File: src/rtl/quad_gen.sv
// Quadrature A/B generator: one Gray-code step per 'per' clocks for each accepted signed move command.
// First edge lands per clocks after accept; cmd_ready is low while a move runs and the upstream must hold its command.
module quad_gen #(
  parameter int CNT_W = 32,
  parameter int DIV_W = 16
) (
  input  logic                    clk,
  input  logic                    resetn,
  input  logic                    cmd_valid,
  output logic                    cmd_ready,
  input  logic signed [CNT_W-1:0] cmd_steps,
  input  logic        [DIV_W-1:0] cmd_period,
  input  logic                    abort,
  output logic                    a,
  output logic                    b,
  output logic                    busy,
  output logic                    done,
  output logic signed [63:0]      position
);

  typedef enum logic {S_IDLE, S_RUN} state_t;

  state_t           r_state;
  state_t           w_state_nxt;
  logic [CNT_W-1:0] r_rem;
  logic             r_dir;
  logic [DIV_W-1:0] r_per;
  logic [DIV_W-1:0] r_timer;
  logic [1:0]       r_phase;
  logic             r_a;
  logic             r_b;
  logic             r_done;
  logic [63:0]      r_pos;

  logic             w_load;
  logic             w_step;
  logic             w_last;
  logic [CNT_W-1:0] w_abs;
  logic [DIV_W-1:0] w_per_in;
  logic [1:0]       w_phase_nxt;

  // Unsigned magnitude so the most negative step count maps to 2^(CNT_W-1) exactly.
  assign w_abs       = cmd_steps[CNT_W-1] ? $unsigned(-cmd_steps) : $unsigned(cmd_steps);
  assign w_per_in    = (cmd_period == '0) ? DIV_W'(1) : cmd_period;
  // Phase index 0..3 maps to ab = 00,10,11,01; r_dir=1 walks it backwards.
  assign w_phase_nxt = r_dir ? (r_phase - 2'd1) : (r_phase + 2'd1);

  assign cmd_ready = (r_state == S_IDLE);
  assign busy      = (r_state == S_RUN);
  assign a         = r_a;
  assign b         = r_b;
  assign done      = r_done;
  assign position  = r_pos;

  always_ff @(posedge clk) begin
    if (!resetn) r_state <= S_IDLE;
    else         r_state <= w_state_nxt;
  end

  always_comb begin
    w_state_nxt = r_state;
    w_load      = 1'b0;
    w_step      = 1'b0;
    w_last      = 1'b0;
    case (r_state)
      S_IDLE: begin
        if (cmd_valid && (cmd_steps != '0)) begin
          w_load      = 1'b1;
          w_state_nxt = S_RUN;
        end
      end
      S_RUN: begin
        if (abort) begin
          w_state_nxt = S_IDLE;
        end else if (r_timer == DIV_W'(1)) begin
          w_step = 1'b1;
          if (r_rem == CNT_W'(1)) begin
            w_last      = 1'b1;
            w_state_nxt = S_IDLE;
          end
        end
      end
      default: w_state_nxt = S_IDLE;
    endcase
  end

  always_ff @(posedge clk) begin
    if (!resetn) begin
      r_rem   <= '0;
      r_dir   <= 1'b0;
      r_per   <= '0;
      r_timer <= '0;
      r_phase <= 2'd0;
      r_a     <= 1'b0;
      r_b     <= 1'b0;
      r_done  <= 1'b0;
      r_pos   <= '0;
    end else begin
      r_done <= w_last;
      if (w_load) begin
        r_rem   <= w_abs;
        r_dir   <= cmd_steps[CNT_W-1];
        r_per   <= w_per_in;
        r_timer <= w_per_in;
      end else if (w_step) begin
        r_rem   <= r_rem - CNT_W'(1);
        r_timer <= r_per;
        r_phase <= w_phase_nxt;
        r_a     <= w_phase_nxt[1] ^ w_phase_nxt[0];
        r_b     <= w_phase_nxt[1];
        r_pos   <= r_dir ? (r_pos - 64'd1) : (r_pos + 64'd1);
      end else if ((r_state == S_RUN) && !abort) begin
        r_timer <= r_timer - DIV_W'(1);
      end
    end
  end

endmodule

File: config.mk
export PLATFORM = sky130hd
export DESIGN_NAME = quad_gen
export DESIGN_NICKNAME = d
export VERILOG_FILES = /design/src/rtl/quad_gen.sv
export SDC_FILE = /design/constraint.sdc
export NUM_CORES = 1
export LEC_CHECK = 0
export CAP_MARGIN = 20
export CORE_ASPECT_RATIO = 1.1
export CORE_MARGIN = 3
export CORE_UTILIZATION = 57
export DETAILED_ROUTE_END_ITERATION = 10
export PLACE_DENSITY = 0.88
export SETUP_SLACK_MARGIN = 0.2
export SYNTH_ARGS = -nofsm -noshare
export SYNTH_HDL_FRONTEND = slang
export SYNTH_SLANG_ARGS = --single-unit
export TNS_END_PERCENT = 50
File: constraint.sdc
create_clock -name clk -period 6.01 [get_ports clk]
set_clock_uncertainty 0.2 [all_clocks]
set_input_delay 0.9015 -clock clk [delete_from_list [all_inputs] [get_ports clk]]
set_output_delay 0.9015 -clock clk [all_outputs]
set_load 0.02 [all_outputs]
== Word-level counts from Yosys, hierarchy flattened ==
Cells that the tools add are included.
Operators by class
  add/sub/neg operators: 7
  multiplexer cells: 19
  reductions and logical operators: 9
  equal/unequal tests: 2
  bitwise logic cells: 5
Operators by type and width (count)
  32-bit 2-to-1 mux: 3
  64-bit by 1-bit adder with 64-bit output, second input constant: 1
  16-bit 2-to-1 mux: 4
  64-bit 2-to-1 mux: 1
  64-bit by 1-bit subtractor with 64-bit output, second input constant: 1
  32-bit by 1-bit == test with 1-bit output, second input constant: 1
  32-bit negator: 1
  32-bit nonzero test: 1
  32-bit by 1-bit subtractor with 32-bit output, second input constant: 1
  16-bit by 1-bit == test with 1-bit output, second input constant: 1
  16-bit logical NOT: 1
  16-bit by 1-bit subtractor with 16-bit output, second input constant: 1
  1-bit 2-to-1 mux: 9
  1-bit NOT: 4
  4-bit OR reduction: 1
  3-bit nonzero test: 1
  2-bit by 1-bit adder with 2-bit output, second input constant: 1
  1-bit logical AND: 2
  2-bit 2-to-1 mux: 1
  1-bit case mux with 2 select lines: 1
  2-bit AND reduction: 1
  2-bit nonzero test: 1
  2-bit by 1-bit subtractor with 2-bit output, second input constant: 1
  1-bit logical NOT: 1
  1-bit bitwise XOR: 1
Storage, ports and cells
  output and inout bits: 69
  register bits: 135
  logic and storage cells: 52
  bits of input ports: 52

== Logic depth before layout (Yosys ltp) ==
Gate-level depths: netlist of the first run.
  word-level depth: 6
  gate-level depth with buffers: 13

== Least setup slack after synthesis of the first run ==
Ideal clock, no wire load.
  path type: register -> register
  start point: register r_dir
  end point: register r_pos[42] (netlist: position[42])
  slack: 1429 ps
  stages on the path, launching flop included: 13
  period minus slack after synthesis: 4581 ps
  data required time: 5685 ps
  setup time: 125 ps
  data arrival time: 4256 ps
  cells stage by stage: dfxtp_1 > ha_1 > a21o_1 > a221o_1 > o2111ai_2 > nor3_1 > or3_1 > a221oi_2 > nand2_1 > a41o_1 > a21oi_1 > xor2_1 > o21ai_1
Between the ends
  cells in the longest elaborated chain, start to end: 1
Ends and longest elaborated chain
  start, declared: RTL line 26  | logic r_dir;
  start signal, assigned: RTL line 102  | r_dir <= cmd_steps[CNT_W-1];
  64-bit 2-to-1 mux: RTL line 111  | r_pos <= r_dir ? (r_pos - 64'd1) : (r_pos + 64'd1);
  end signal, assigned: RTL line 111
  end, declared: RTL line 33  | logic [63:0] r_pos;
Every way passes these cells.
A chain may end at the register's enable or synchronous reset.

== Worst setup path after layout of the first run ==
  start point: register r_dir
  end point: register r_pos[45] (netlist: position[45])
Same word-level chain as after synthesis.

==> summary.md, run 1 <==
| Metric | Value |
|---|---|
| Most area-hungry cell type in the Yosys netlist | `dfxtp_1` |
| Syn_nets | `1464` |
| Hold Path Cell Cnt | `2` |
| Max Clock Freq | `0.235 GHz` |
| Share of post-route cells with drive strength above 1 | `5.25%` |
| Clock share of power | `43.1%` |
| Detailed placement HPWL | `19.4 mm` |
| Worst Hold Launch | `r_per[3]$_SDFFE_PN0N_` |
| Async set-or-reset flop fraction in the synthesized netlist | `0%` |
| Crit path required time | `6.08 ns` |
| Post-Route WL | `27.5 mm` |
| Final setup violation count | `0` |
| Postcts setup bufs | `0` |
| Clock-pin transition on the worst setup and hold timing paths | `0.06 ns` |
| Routed Antenna Nets | `0` |
| Netlist cell types | `78` |
| Worst reg2reg path depth | `13` |
| Synth top cells by count | `201 x nand2_1, 147 x a21oi_1, 134 x dfxtp_1, 102 x nor2_1, 97 x o21ai_0` |
| H-tree levels | `4` |
| Diodes inserted | `0` |
| Via count | `10304` |
| Maximum clock insertion buffer count | `2` |
| Tmin final | `4.25 ns` |
| Initial DRT Pass Iterations | `6` |
| Outcome | `finished clean` |
| Ports | `121` |
| Core Region | `17100 µm²` |
| Initial antenna violation count | `0` |
| Crit path DAT | `4.32 ns` |
| Final TNS setup | `0 ns` |
| Drc violations | `0` |
| Reg power frac | `40.8%` |
| Worst slew pin tran | `1.05 ns` |
| Crit path kind | `flop to flop` |
| Startpoint types | `flop` |
| Worst hold path class | `flop to flop` |
| Min setup slack post-route | `1.76 ns` |
| Syn avg cell area | `7.46 µm²` |
| Reg2Reg Setup Slack | `1.76 ns` |
| P&R area growth vs syn | `18.2%` |
| DRC violation total after the first TritonRoute iteration | `903` |
| Post-Synthesis Cells | `1344` |
| Final core utilization | `69.2%` |
| Slowest-stage cell, CP | `dfxtp_2` |
| Psw | `0.000698 W` |
| Max Slew Vio Count | `0` |
| Num CTS Buffers | `17` |
| Row count | `50` |
| Largest net degree at the start of global routing | `102` |
| Post-cts repair resize count | `0` |
| CTS Hold Buffers Added | `0` |
| Static Leak | `4.68 nW` |
| Routed WL per cell | `16.5 µm` |
| Worst skew pair latency | `0.43 ns` |
| Die Ht | `145 µm` |
| Crit-path max cell delay | `0.75 ns` |
| Initial Util | `58.5%` |
| Place WS | `1.47 ns` |
| Vias per std cell | `6.20` |
| Number of synthesis warnings | `0` |
| P_int | `0.00166 W` |
| Seq cells post-synth | `134` |
| Pwr/cell area | `199 nW/µm²` |
| CTS tree | `built` |
| Finished Layout Cells | `1663` |
| Worst r2r src | `r_dir$_SDFFE_PN0N_` |
| Die X | `132 µm` |
| Final Hold Viols | `0` |
| Quantity of I/O buffers inserted on ports | `120` |
| Most frequent cell after synthesis | `nand2_1` |
| Total of max-cap violations | `0` |
| CP Capture Type | `flop` |
| Vias in the first global route | `9688` |
| Fraction of power spent switching nets | `29.6%` |
| TritonCTS Sinks | `134` |
| Share of the yosys chip area belonging to registers | `26.7%` |
| R2r endpoint | `position[45]$_SDFFE_PN0P_` |
| Worst-path fanout max | `30` |
| Combinational power share | `16.2%` |
| First-pass GRT wire length | `45.8 mm` |
| Fin crit share | `70.7%` |
| EDFF count, synth | `0` |
| Placed cell count | `1631` |
| Grt total ovfl | `0` |
| Max_slew headroom | `30.0%` |
| Crit-path cells | `buf_4, ha_1, a21oi_1, o21a_1, o21ai_0, a21oi_1, o22ai_1, or3b_2, o21ai_0, o21ai_0, xor2_1, nand2_1, a21oi_1` |
| Clock root cell | `clkbuf_16` |
| RSZ-0062 raised after global routing | `no` |
| Final nets | `1536` |
| Die footprint | `19200 µm²` |
| Mapped cell area | `10000 µm²` |
| Placer Congestion | `0.939` |
| Global Route Usage Sum | `27.8%` |
| Hold EP | `r_per[3]$_SDFFE_PN0N_` |
| Max VDD drop | `189 µV` |
| Synth top area cells | `dfxtp_1 27%, ha_1 8.4%, nand2_1 7.5%` |
| Post-synth top flop | `dfxtp_1` |
| Synth top area share | `26.7%` |
==> registers in the layout, indices dropped and copies added (netlist names) <==
register / cells
position: 64
r_rem: 32
r_per: 16
r_timer: 16
r_phase: 2
a: 1
busy: 1
done: 1
r_dir: 1
==> metal layers <==
metal  GRT usage, %  share of wire, %  vias up
met5              0                 0        -
met4           11.3               2.9        0
met3           3.57               5.7       69
met2           47.8                49      418
met1           35.1                43     4780
li1               -                 -     5037
==> through the flow <==
| stage | cell area (µm²) | power (W) | hold slack, ns |
|---|---|---|---|
| 6_report | 11900 | 0.00236 | 0.258 |
| 5_1_grt | 11900 | 0.00244 | 0.278 |
| 4_1_cts | 11900 | 0.00236 | 0.258 |
| 3_5_place_dp | 11300 | 0.00135 | 0.249 |
| 3_3_place_gp | 11300 | 0.00134 | 0.243 |
| 2_1_floorplan | 10000 | 0.00124 | 0.227 |
==> worst max path at each step <==
stage,from,cells after the start,to
finish,r_dir$_SDFFE_PN0N_,13,position[45]$_SDFFE_PN0P_
global placement,cmd_steps[10],10,r_rem[31]$_SDFFE_PN0P_
CTS,r_dir$_SDFFE_PN0N_,11,position[63]$_SDFFE_PN0P_
global route,r_dir$_SDFFE_PN0N_,11,position[63]$_SDFFE_PN0P_
detailed placement,cmd_steps[4],11,r_rem[15]$_SDFFE_PN0P_
floorplan,r_dir$_SDFFE_PN0N_,12,position[42]$_SDFFE_PN0P_
==> power groups by stage <==
stage	registers [W]	clock network, W	logic (W)
4_1_cts	0.000960	0.00102	0.000376
2_1_floorplan	0.000974	0	0.000263
6_report	0.000961	0.00102	0.000381
3_5_place_dp	0.000979	0	0.000372
5_1_grt	0.000966	0.00106	0.000420
3_3_place_gp	0.000977	0	0.000362
==> critical path, delay by kind of cell, from the launching register on <==
family | cells | cell delay [ns]
buffers and inverters | 1 | 0.38
AOI/OAI and AO/OA | 8 | 1.66
adders and majority gates | 1 | 0.39
and+or+nand+nor | 2 | 0.52
xor gates and xnor gates | 1 | 0.17
DFF | 1 | 0.75
==> cells in the final DEF, fill, tap and decap left out, types with 4 or more instances in the layout <==
cell type | synthesis | layout
dfxtp_1 | 134 | 133
and3_1 | 14 | 14
a211oi_1 | 21 | 21
o21a_1 | 4 | 4
ha_1 | 67 | 67
nand2_1 | 201 | 201
nor4_1 | 17 | 17
o31ai_1 | 13 | 13
or3_1 | 18 | 18
clkbuf_16 | 0 | 17
nor3b_1 | 4 | 4
nor2_1 | 102 | 101
a21o_1 | 42 | 42
nand2b_1 | 4 | 4
xnor2_1 | 58 | 58
and2_1 | 26 | 26
a21boi_0 | 11 | 11
a31oi_1 | 22 | 22
a22oi_1 | 4 | 4
inv_1 | 24 | 23
o22ai_1 | 4 | 4
o41ai_1 | 5 | 5
clkdlybuf4s50_1 | 0 | 119
clkinvlp_4 | 0 | 5
nor3_1 | 30 | 30
o211ai_1 | 9 | 9
buf_4 | 4 | 8
or4_1 | 5 | 5
xor2_1 | 40 | 40
o21bai_1 | 8 | 8
nand3b_1 | 4 | 4
o21ai_0 | 97 | 97
nor2b_1 | 4 | 4
inv_6 | 0 | 4
nand3_1 | 32 | 32
o221ai_1 | 10 | 10
nand4_1 | 19 | 19
a21oi_1 | 147 | 147
==> cell type report <==
| type | count | area (µm²) |
|---|---|---|
| flip-flops and latches | 134 | 2680 |
| inverters | 24 | 90.1 |
| fillers | 1429 | 5280 |
| repair buffers | 128 | 1260 |
| well taps | 234 | 293 |
| clock inverters | 14 | 126 |
| clock buffers | 18 | 439 |
| multi-input cells | 1111 | 6970 |
==> kinds of logic (layout without fill, tap and decap cells) <==
group                      count (synthesis)  in the layout  share of synthesized area, %
adders and majority gates                 68             68                          8.56
muxes                                      3              3                         0.299
xor gates and xnor gates                  98             98                          8.56
DFF                                      134            134                          26.7
AOI/OAI and AO/OA                        437            437                          27.5
buffers and inverters                     99            184                          3.94
and+or+nand+nor                          505            505                          24.4
(Power assumes the default switching activity.)
==> run 2: changes to the inputs <==
clock period = 4 ns   (was 6.01 ns; I/O delays follow)
==> run 2 against run 1 <==
  * Core utilization grew 2.1 points
  * Setup slack lost 1.5 ns
  * Clock-buffer cell count is the same
  * Largest power group unchanged
  * First-iteration DRC count grew 13%
  * Via count grew 2.2%
  * Critical path type unchanged
  * Clock power grew 63%
  * Register-to-register slack lost 1.5 ns
  * Critical endpoint is now position[56]$_SDFFE_PN0P_
  * Critical path depth grew 1
  * Fmax grew 15%
==> summary.md, run 2 (synthesized netlist as in run 1, its figures left out) <==
| Metric | Value |
|---|---|
| Worst Hold Launch | `r_per[3]$_SDFFE_PN0N_` |
| Vias per std cell | `6.23` |
| Final setup violation count | `0` |
| Worst r2r src | `r_dir$_SDFFE_PN0N_` |
| Tmin final | `3.69 ns` |
| Total of max-cap violations | `0` |
| Pwr/cell area | `303 nW/µm²` |
| P&R area growth vs syn | `21.8%` |
| Grt total ovfl | `0` |
| Clock root cell | `clkbuf_16` |
| Routed Antenna Nets | `0` |
| CP Capture Type | `flop` |
| Largest register FFs | `64` |
| Final nets | `1563` |
| Initial Util | `58.5%` |
| Initial DRT Pass Iterations | `7` |
| Commonest non-fill, non-tap cell in the layout | `nand2_1` |
| Drc violations | `0` |
| TritonCTS Sinks | `134` |
| CP Launch Point | `r_dir$_SDFFE_PN0N_` |
| DRC violation total after the first TritonRoute iteration | `1019` |
| Diodes inserted | `0` |
| Worst skew pair latency | `0.44 ns` |
| Crit path required time | `4.13 ns` |
| Finished Layout Cells | `1690` |
| Fin crit share | `92.4%` |
| Largest net degree at the start of global routing | `64` |
| Clock-pin transition on the worst setup and hold timing paths | `0.07 ns` |
| Die footprint | `19200 µm²` |
| Row count | `50` |
| H-tree levels | `4` |
| Core Region | `17100 µm²` |
| Crit path DAT | `3.82 ns` |
| Initial antenna violation count | `0` |
| Max Slew Vio Count | `0` |
| Outcome | `finished clean` |
| Via count | `10534` |
| Static Leak | `4.85 nW` |
| CTS Hold Buffers Added | `0` |
| Max VDD drop | `309 µV` |
| Quantity of I/O buffers inserted on ports | `120` |
| Most frequent cells in the layout | `200 x nand2_1, 145 x a21oi_1, 133 x dfxtp_1, 119 x clkdlybuf4s50_1, 101 x nor2_1` |
| Post-Route WL | `28.6 mm` |
| Die X | `132 µm` |
| Final Hold Viols | `0` |
| Final TNS setup | `0 ns` |
| Crit path kind | `flop to flop` |
| Maximum clock insertion buffer count | `2` |
| Share of post-route cells with drive strength above 1 | `7.97%` |
| Placed cell count | `1655` |
| Die Ht | `145 µm` |
| Worst hold path class | `flop to flop` |
| Worst slew pin tran | `0.782 ns` |
| RSZ-0062 raised after global routing | `yes` |
| Max_slew headroom | `47.8%` |
| Vias in the first global route | `9760` |
| Startpoint types | `flop` |
| Global Route Usage Sum | `28.5%` |
| First-pass GRT wire length | `46.5 mm` |
| Placer Congestion | `0.981` |
| Final core utilization | `71.3%` |
| Ports | `121` |
| Detailed placement HPWL | `20.3 mm` |
| Worst-path fanout max | `13` |
| Max Clock Freq | `0.271 GHz` |
| Routed WL per cell | `16.9 µm` |
| CTS tree | `built` |
| Num CTS Buffers | `17` |
## run 2: changes by cell type in the layout (fill, tap and decap cells not counted), sizes merged
cell      before  now
buf            9   36
bufinv         1    2
clkinv         4    2
clkinvlp       5    1
inv           28   33
## run 2: critical path, cell delays in order (launching register included)
cell and delay [ns]:
dfxtp_4 0.40, buf_6 0.18, fa_2 0.35, a21o_1 0.20, a221o_1 0.33, o2111ai_2 0.28
buf_4 0.18, a211o_1 0.19, a31oi_4 0.13, and3_1 0.19, a211oi_2 0.26, nor2_1 0.14
a31oi_1 0.22, xor2_1 0.22, o21ai_0 0.10
## run 2: repair_timing
action	CTS	global route
endpoints found under the setup margin	1	19
setup buffers	0	3
resized for setup	1	19
pin swaps	0	8
## run 2: routing by layer
metal / share of wire (%) / global-route usage [%]
met1: 42 / 35.7
met5: 0 / 0
met2: 48 / 49.1
met3: 6.9 / 5.31
met4: 2.6 / 9.88
## run 2: worst paths after layout
kind / endpoint / slack [ns] / depth (start not counted)
worst max-delay path: position[56]$_SDFFE_PN0P_ / 0.31 / 14
worst min-delay path: r_per[3]$_SDFFE_PN0N_ / 0.26 / 2
worst max register to register: position[56]$_SDFFE_PN0P_ / 0.31 / 14
worst min register to register: r_per[3]$_SDFFE_PN0N_ / 0.26 / 2
## run 2: layout make-up
class / instances / area [µm²]
clock buffer: 18 / 439
clock inverter: 14 / 181
fill: 1355 / 4920
inverter: 24 / 90.1
multi-input combinational: 1111 / 7050
sequential: 134 / 2690
tap: 234 / 293
timing repair buffer: 155 / 1480
## run 2: metrics by stage
stage	hold slack, ns	instance area, µm²	total power, W	setup slack, ns
2_1_floorplan	0.227	10000	0.00186	0.376
3_3_place_gp	0.242	11500	0.00203	0.215
3_5_place_dp	0.247	11500	0.00205	0.109
4_1_cts	0.257	12100	0.00370	0.252
5_1_grt	0.275	12200	0.00384	0.181
6_report	0.256	12200	0.00371	0.306
## run 2: report_power, final
| part | internal [W] | total, W | switching (W) |
|---|---|---|---|
| sequential | 0.00139 | 0.00144 | 0.0000558 |
| clock | 0.000966 | 0.00166 | 0.000699 |
| combinational | 0.000247 | 0.000601 | 0.000354 |
| total | 0.00260 | 0.00371 | 0.00111 |
